File: config.mk
export PLATFORM = sky130hd
export DESIGN_NAME = rob_ctrl
export DESIGN_NICKNAME = d
export VERILOG_FILES = /design/src/rtl/rob_ctrl.sv
export SDC_FILE = /design/constraint.sdc
export NUM_CORES = 1
export LEC_CHECK = 0
export ABC_AREA = 1
export BUFFER_PORTS_ARGS = -buffer_cell sky130_fd_sc_hd__buf_2
export CORE_AREA = 2 2 65 67
export CTS_BUF_LIST = sky130_fd_sc_hd__clkbuf_16
export CTS_CLUSTER_DIAMETER = 100
export DETAILED_ROUTE_END_ITERATION = 8
export DIE_AREA = 0 0 67 69
export GPL_TIMING_DRIVEN = 0
export PLACE_DENSITY_LB_ADDON = 0.15
export SYNTH_ARGS = -nofsm -noshare
export SYNTH_HDL_FRONTEND = slang
export SYNTH_SLANG_ARGS = --single-unit
File: constraint.sdc
create_clock -name clk -period 9.2 [get_ports clk]
set_input_delay 1.38 -clock clk [delete_from_list [all_inputs] [get_ports clk]]
set_output_delay 1.38 -clock clk [all_outputs]
set_load 0.005 [all_outputs]
File: src/rtl/rob_ctrl.sv
// Reorder-buffer head/tail/count controller: in-order multi-lane allocation, in-order prefix retire, flush.
// Optional performance counters are built only when ROB_CTRL_PERF_EN is defined; otherwise they read as 0.
module rob_ctrl #(
  parameter int MACHINE_WIDTH = 2,
  parameter int ROB_DEPTH     = 32,
  parameter int ROB_ADDR_W    = $clog2(ROB_DEPTH)
) (
  input  logic                                   clk,
  input  logic                                   reset,
  input  logic [MACHINE_WIDTH-1:0]               alloc_req,
  output logic                                   alloc_ok,
  output logic [MACHINE_WIDTH-1:0][ROB_ADDR_W-1:0] alloc_addr,
  output logic [MACHINE_WIDTH-1:0][ROB_ADDR_W-1:0] head_addr,
  input  logic [MACHINE_WIDTH-1:0]               head_done,
  output logic [MACHINE_WIDTH-1:0]               retire,
  input  logic                                   flush,
  output logic [ROB_ADDR_W:0]                    count,
  output logic                                   full,
  output logic                                   empty,
  output logic [31:0]                            perf_alloc_stall,
  output logic [31:0]                            perf_retired
);

  localparam int CW = ROB_ADDR_W + 1;
  localparam logic [CW-1:0] DEPTH_C = CW'(ROB_DEPTH);

  logic [ROB_ADDR_W-1:0] head;
  logic [ROB_ADDR_W-1:0] tail;
  logic [CW-1:0]         n_req;
  logic [CW-1:0]         n_ret;
  logic [ROB_ADDR_W-1:0] lane_off;
  logic                  prev_ret;

  // Requesting lanes are compacted onto consecutive entries starting at tail.
  always_comb begin
    n_req    = '0;
    lane_off = '0;
    for (int i = 0; i < MACHINE_WIDTH; i++) begin
      alloc_addr[i] = tail + lane_off;
      lane_off      = lane_off + ROB_ADDR_W'(alloc_req[i]);
      n_req         = n_req + CW'(alloc_req[i]);
    end
  end

  assign alloc_ok = !flush && ((DEPTH_C - count) >= n_req);

  always_comb begin
    n_ret    = '0;
    prev_ret = 1'b1;
    for (int i = 0; i < MACHINE_WIDTH; i++) begin
      head_addr[i] = head + ROB_ADDR_W'(i);
      retire[i]    = !flush && head_done[i] && (CW'(i) < count) && prev_ret;
      prev_ret     = retire[i];
      n_ret        = n_ret + CW'(retire[i]);
    end
  end

  assign full  = (count == DEPTH_C);
  assign empty = (count == '0);

  always_ff @(posedge clk) begin
    if (reset || flush) begin
      head  <= '0;
      tail  <= '0;
      count <= '0;
    end else begin
      if (alloc_ok) tail <= tail + n_req[ROB_ADDR_W-1:0];
      head  <= head + n_ret[ROB_ADDR_W-1:0];
      count <= count + (alloc_ok ? n_req : '0) - n_ret;
    end
  end

`ifdef ROB_CTRL_PERF_EN
  logic [31:0] stall_q;
  logic [31:0] retired_q;
  logic [32:0] retired_sum;

  assign retired_sum = {1'b0, retired_q} + 33'(n_ret);

  always_ff @(posedge clk) begin
    if (reset) begin
      stall_q   <= '0;
      retired_q <= '0;
    end else begin
      if ((|alloc_req) && !alloc_ok && !flush && (stall_q != '1))
        stall_q <= stall_q + 32'd1;
      retired_q <= retired_sum[32] ? '1 : retired_sum[31:0];
    end
  end

  assign perf_alloc_stall = stall_q;
  assign perf_retired     = retired_q;
`else
  assign perf_alloc_stall = '0;
  assign perf_retired     = '0;
`endif

endmodule

* After elaboration in Yosys (flattened, before gate mapping)
Cells that the tools add are included. Widths: inputs -> output; s select.
Cells by class: $add $sub $neg 9, equal/unequal tests 1, mux-type cells 1, reduce and logical (&&, ||, !) cells 9, $lt $le $gt $ge 3
Operator list (count):
- $lt 1x6->1 const A | 2
- $add 5x2->5 | 2
- $add 6x2->6 | 1
- $eq 6x6->1 const B | 1
- $ge 6x2->1 | 1
- $logic_and 1x1->1 | 6
- $logic_not 6->1 | 1
- $sub 6x2->6 | 1
- $sub 6x6->6 const A | 1
- $add 5x1->5 | 1
- $add 5x1->5 const B | 1
- $add 1x1->2 | 2
- $mux 2 | 1
- $logic_not 1->1 | 1
- $logic_or 1x1->1 | 1
Word-level totals: output and inout bits 95, bits in registers 16, input port bits 7, logic and storage cells 26

* Depth between registers and ports, before layout
depth in word-level cells 6, mapped depth 21, depth with buffers taken out 21

* Worst setup path before layout
No wires, ideal clock.
path type in2reg, from in alloc_req[0], to reg count[4], required time 9130 ps, arrival 3929 ps, setup time 70 ps, path slack 5201 ps, buffers on the path 0, stages on the path 18, cell sequence ha_1 ha_1 inv_1 nand2_1 nand2_1 nand2_1 nor2_2 nand3_4 nand2_4 inv_2 nand2_1 fa_1 fa_1 nor2_1 nor2_1 o21ai_1 o21ai_0 a21oi_1
On the way: cells in the longest elaborated chain, start to end 6
Ends and longest elaborated chain:
- start, declared | line 10 | input logic [MACHINE_WIDTH-1:0] alloc_req,
- $add 1x1->2 | line 41 | n_req = n_req + CW'(alloc_req[i]);
- $ge 6x2->1 | line 45 | assign alloc_ok = !flush && ((DEPTH_C - count) >= n_req);
- $logic_and 1x1->1 | line 45
- net alloc_ok | line 11 | output logic alloc_ok,
- $mux 2 | line 69 | count <= count + (alloc_ok ? n_req : '0) - n_ret;
- $add 6x2->6 | line 69
- $sub 6x2->6 | line 69
- end signal, assigned | line 69
- end, declared | line 17 | output logic [ROB_ADDR_W:0] count,
The timed path passes the listed nets, and every way through them passes these cells. A chain may end at the register's enable or synchronous reset.

* Worst setup path after layout
from in alloc_req[0], to out alloc_ok
On the way: cells in the longest elaborated chain, start to end 3
Ends and longest elaborated chain (line):
- $add 1x1->2 | 41
- $ge 6x2->1 | 45
- $logic_and 1x1->1 | 45
- end, declared | 11
No other way between the ends.

==> metrics.csv <==
metric,value,unit
dpl-instance-area,2290,um^2
clk_pin_slew_worst_paths,0.06,ns
min_path_type,flop to flop,
grt_pass1_wl,5.62,mm
outcome,"complete, no violations",
yosys-top-cells-area,"buf_4 (27%), dfxtp_1 (18%), ha_1 (15%), nand2_1 (6.9%), inv_1 (6.7%)",
vias_per_cell,3.87,
cts_tree,done,
vdd_drop_max,86.2,uV
clock_sinks,16,
post-route-drc-count,0,
finalCriticalPeriod,4.24,ns
die_h,69,um
post-route-util,60.4,%
rsz0062_at_grt,no,
p_leak,1.44,nW
ctsHoldBuffers,0,
avgSynthCellArea,7.32,um^2
cp-end-kind,output pin,
core_area,3910,um^2
powerDensity,165,nW/um^2
cts_resized,0,
maxSlewHeadroom,54.0,%
clk_latency,0.25,ns
antenna_found_initial,0,
port_buffers,37,
grt_max_degree,11,
synth_cell_types,23,
numCtsBuffers,3,
hold_ws,0.497,ns
synth_top_cell_by_area,buf_4,
yosysWarnings,0,
yosys_register_bits,16,
synth_most_common_cell,buf_4,
fin_skew,0.00494,ns
synth_edf_count,0,
drive_above_1_share,33.1,%
synth-seq-area-share,17.8,%
vias,1548,
gp_congestion,0.824,
clockRootBuffer,clkbuf_16,
cp.arrival,2.86,ns
die-area,4620,um^2
dp_hpwl,2.91,mm
drt_wl_total,3.40,mm
seq_area,320,um^2
final-setup-viol-count,0,
critPathLaunchType,input pin,
clk_path_buf_depth,2,
syn_inst,246,
fin_crit_sh,46.0,%
grt_pass1_vias,1353,
nNetsFinal,383,
grt.overflow.total,0,
max_cap_viol_count,0,
cts_setup_buffers,0,
critPathKind,input pin to output pin,
worstMarginPinSlew,0.688,ns
clock.fmax,0.236,GHz
tns,0,ns
syn2layout_area_growth,31.3,%
start_util,46.0,%
finalHoldViolations,0,
dr.pass1.iters,4,
drt_iter0_drc,28,
worstPathMaxFanout,6,
n_fill_cell,397,
ant_nets,0,
synthArstFlopShare,0,%
placed_cells,396,
slew_viol_final,0,
final_area,2360,um^2
wire_per_inst,8.50,um
h-tree-depth,1,
syn_area,1800,um^2
antennaDiodeCount,0,
die_x,67,um
yosys_most_used_dff,dfxtp_1,
cp.required,7.82,ns
io_pins,102,
num_rows,23,
multi_input_area,1080,um^2
synth_common_cells,"buf_4 (65), nand2_1 (33), inv_1 (32)",
synth_top_area_share,27.1,%
globalRouteTotalUtil,14.9,%
fin_cells,400,
-- layer usage --
layer / up-vias / part of all wire (%) / GRT usage [%]
met5: - / 0 / 0
met4: 0 / 1.2 / 4.08
li1: 839 / - / -
met3: 7 / 9.0 / 3.10
met1: 642 / 39 / 16.1
met2: 60 / 51 / 28.3
-- final timing paths --
path                                           from             endpoint  slack, ns  depth (start not counted)
worst max-delay path                   alloc_req[0]             alloc_ok       4.96                         12
worst min register to register   head[3]$_SDFF_PP0_   head[3]$_SDFF_PP0_       0.50                          1
worst min-delay path             head[3]$_SDFF_PP0_   head[3]$_SDFF_PP0_       0.50                          1
worst max register to register  count[0]$_SDFF_PP0_  count[4]$_SDFF_PP0_       5.99                         17
-- per-stage QoR --
step                      power (mW)  setup slack [ns]
after CTS                      0.392              4.94
after global placement         0.298              4.86
after detailed placement       0.303              4.80
final                          0.390              4.96
after global routing           0.430              4.78
after floorplan                0.253              5.20
-- state kept, by name (all words and copies together) (netlist names) --
name / flops
count: 6
head: 5
tail: 5
-- placed cells by master, fill, tap and decap left out --
cell / n
o21ai_0: 6
inv_1: 32
a21oi_1: 11
nor2_2: 2
nand3_1: 13
nor2_1: 17
clkinv_1: 1
ha_1: 21
a21o_1: 1
conb_1: 64
o21ai_1: 2
nand3_4: 1
a31oi_1: 2
nand2_1: 33
nor3_1: 1
xor2_1: 6
buf_4: 65
fa_1: 4
inv_2: 6
dfxtp_1: 16
buf_2: 38
xnor2_1: 3
clkbuf_16: 3
nand2_4: 1
nand4_1: 1
-- cells by family after synthesis --
kind of cell | share of synthesized area [%]
buffers and inverters | 35.3
AND/OR/NAND/NOR | 16.9
adder cells (fa/ha/maj) | 19.0
AO/OA/AOI/OAI | 6.39
flip-flops | 17.8
XOR/XNOR | 4.38
other | 0.208
-- report_power, final --
group / internal, mW / total (mW) / switching [mW]
combinational: 0.0926 / 0.213 / 0.121
clock: 0.0578 / 0.0883 / 0.0305
sequential: 0.0787 / 0.0883 / 0.00958
total: 0.229 / 0.390 / 0.161
-- critical path, cell delays in order --
cell	delay, ns
buf_2	0.11
ha_1	0.34
ha_1	0.29
inv_1	0.05
nand2_1	0.04
nand2_1	0.05
nand2_1	0.06
nor2_2	0.12
nand3_4	0.13
nand2_4	0.12
inv_2	0.05
buf_2	0.12
-- final cells by class --
cell class                 instances  share of cell area, %
buffer                            66                   20.8
clock buffer                       3                   3.17
clock inverter                     1                  0.159
inverter                          38                   6.03
multi-input combinational        189                   45.8
sequential                        16                   13.5
tap                               50                   2.65
timing repair buffer              37                   7.83
(Power assumes the default switching activity.)
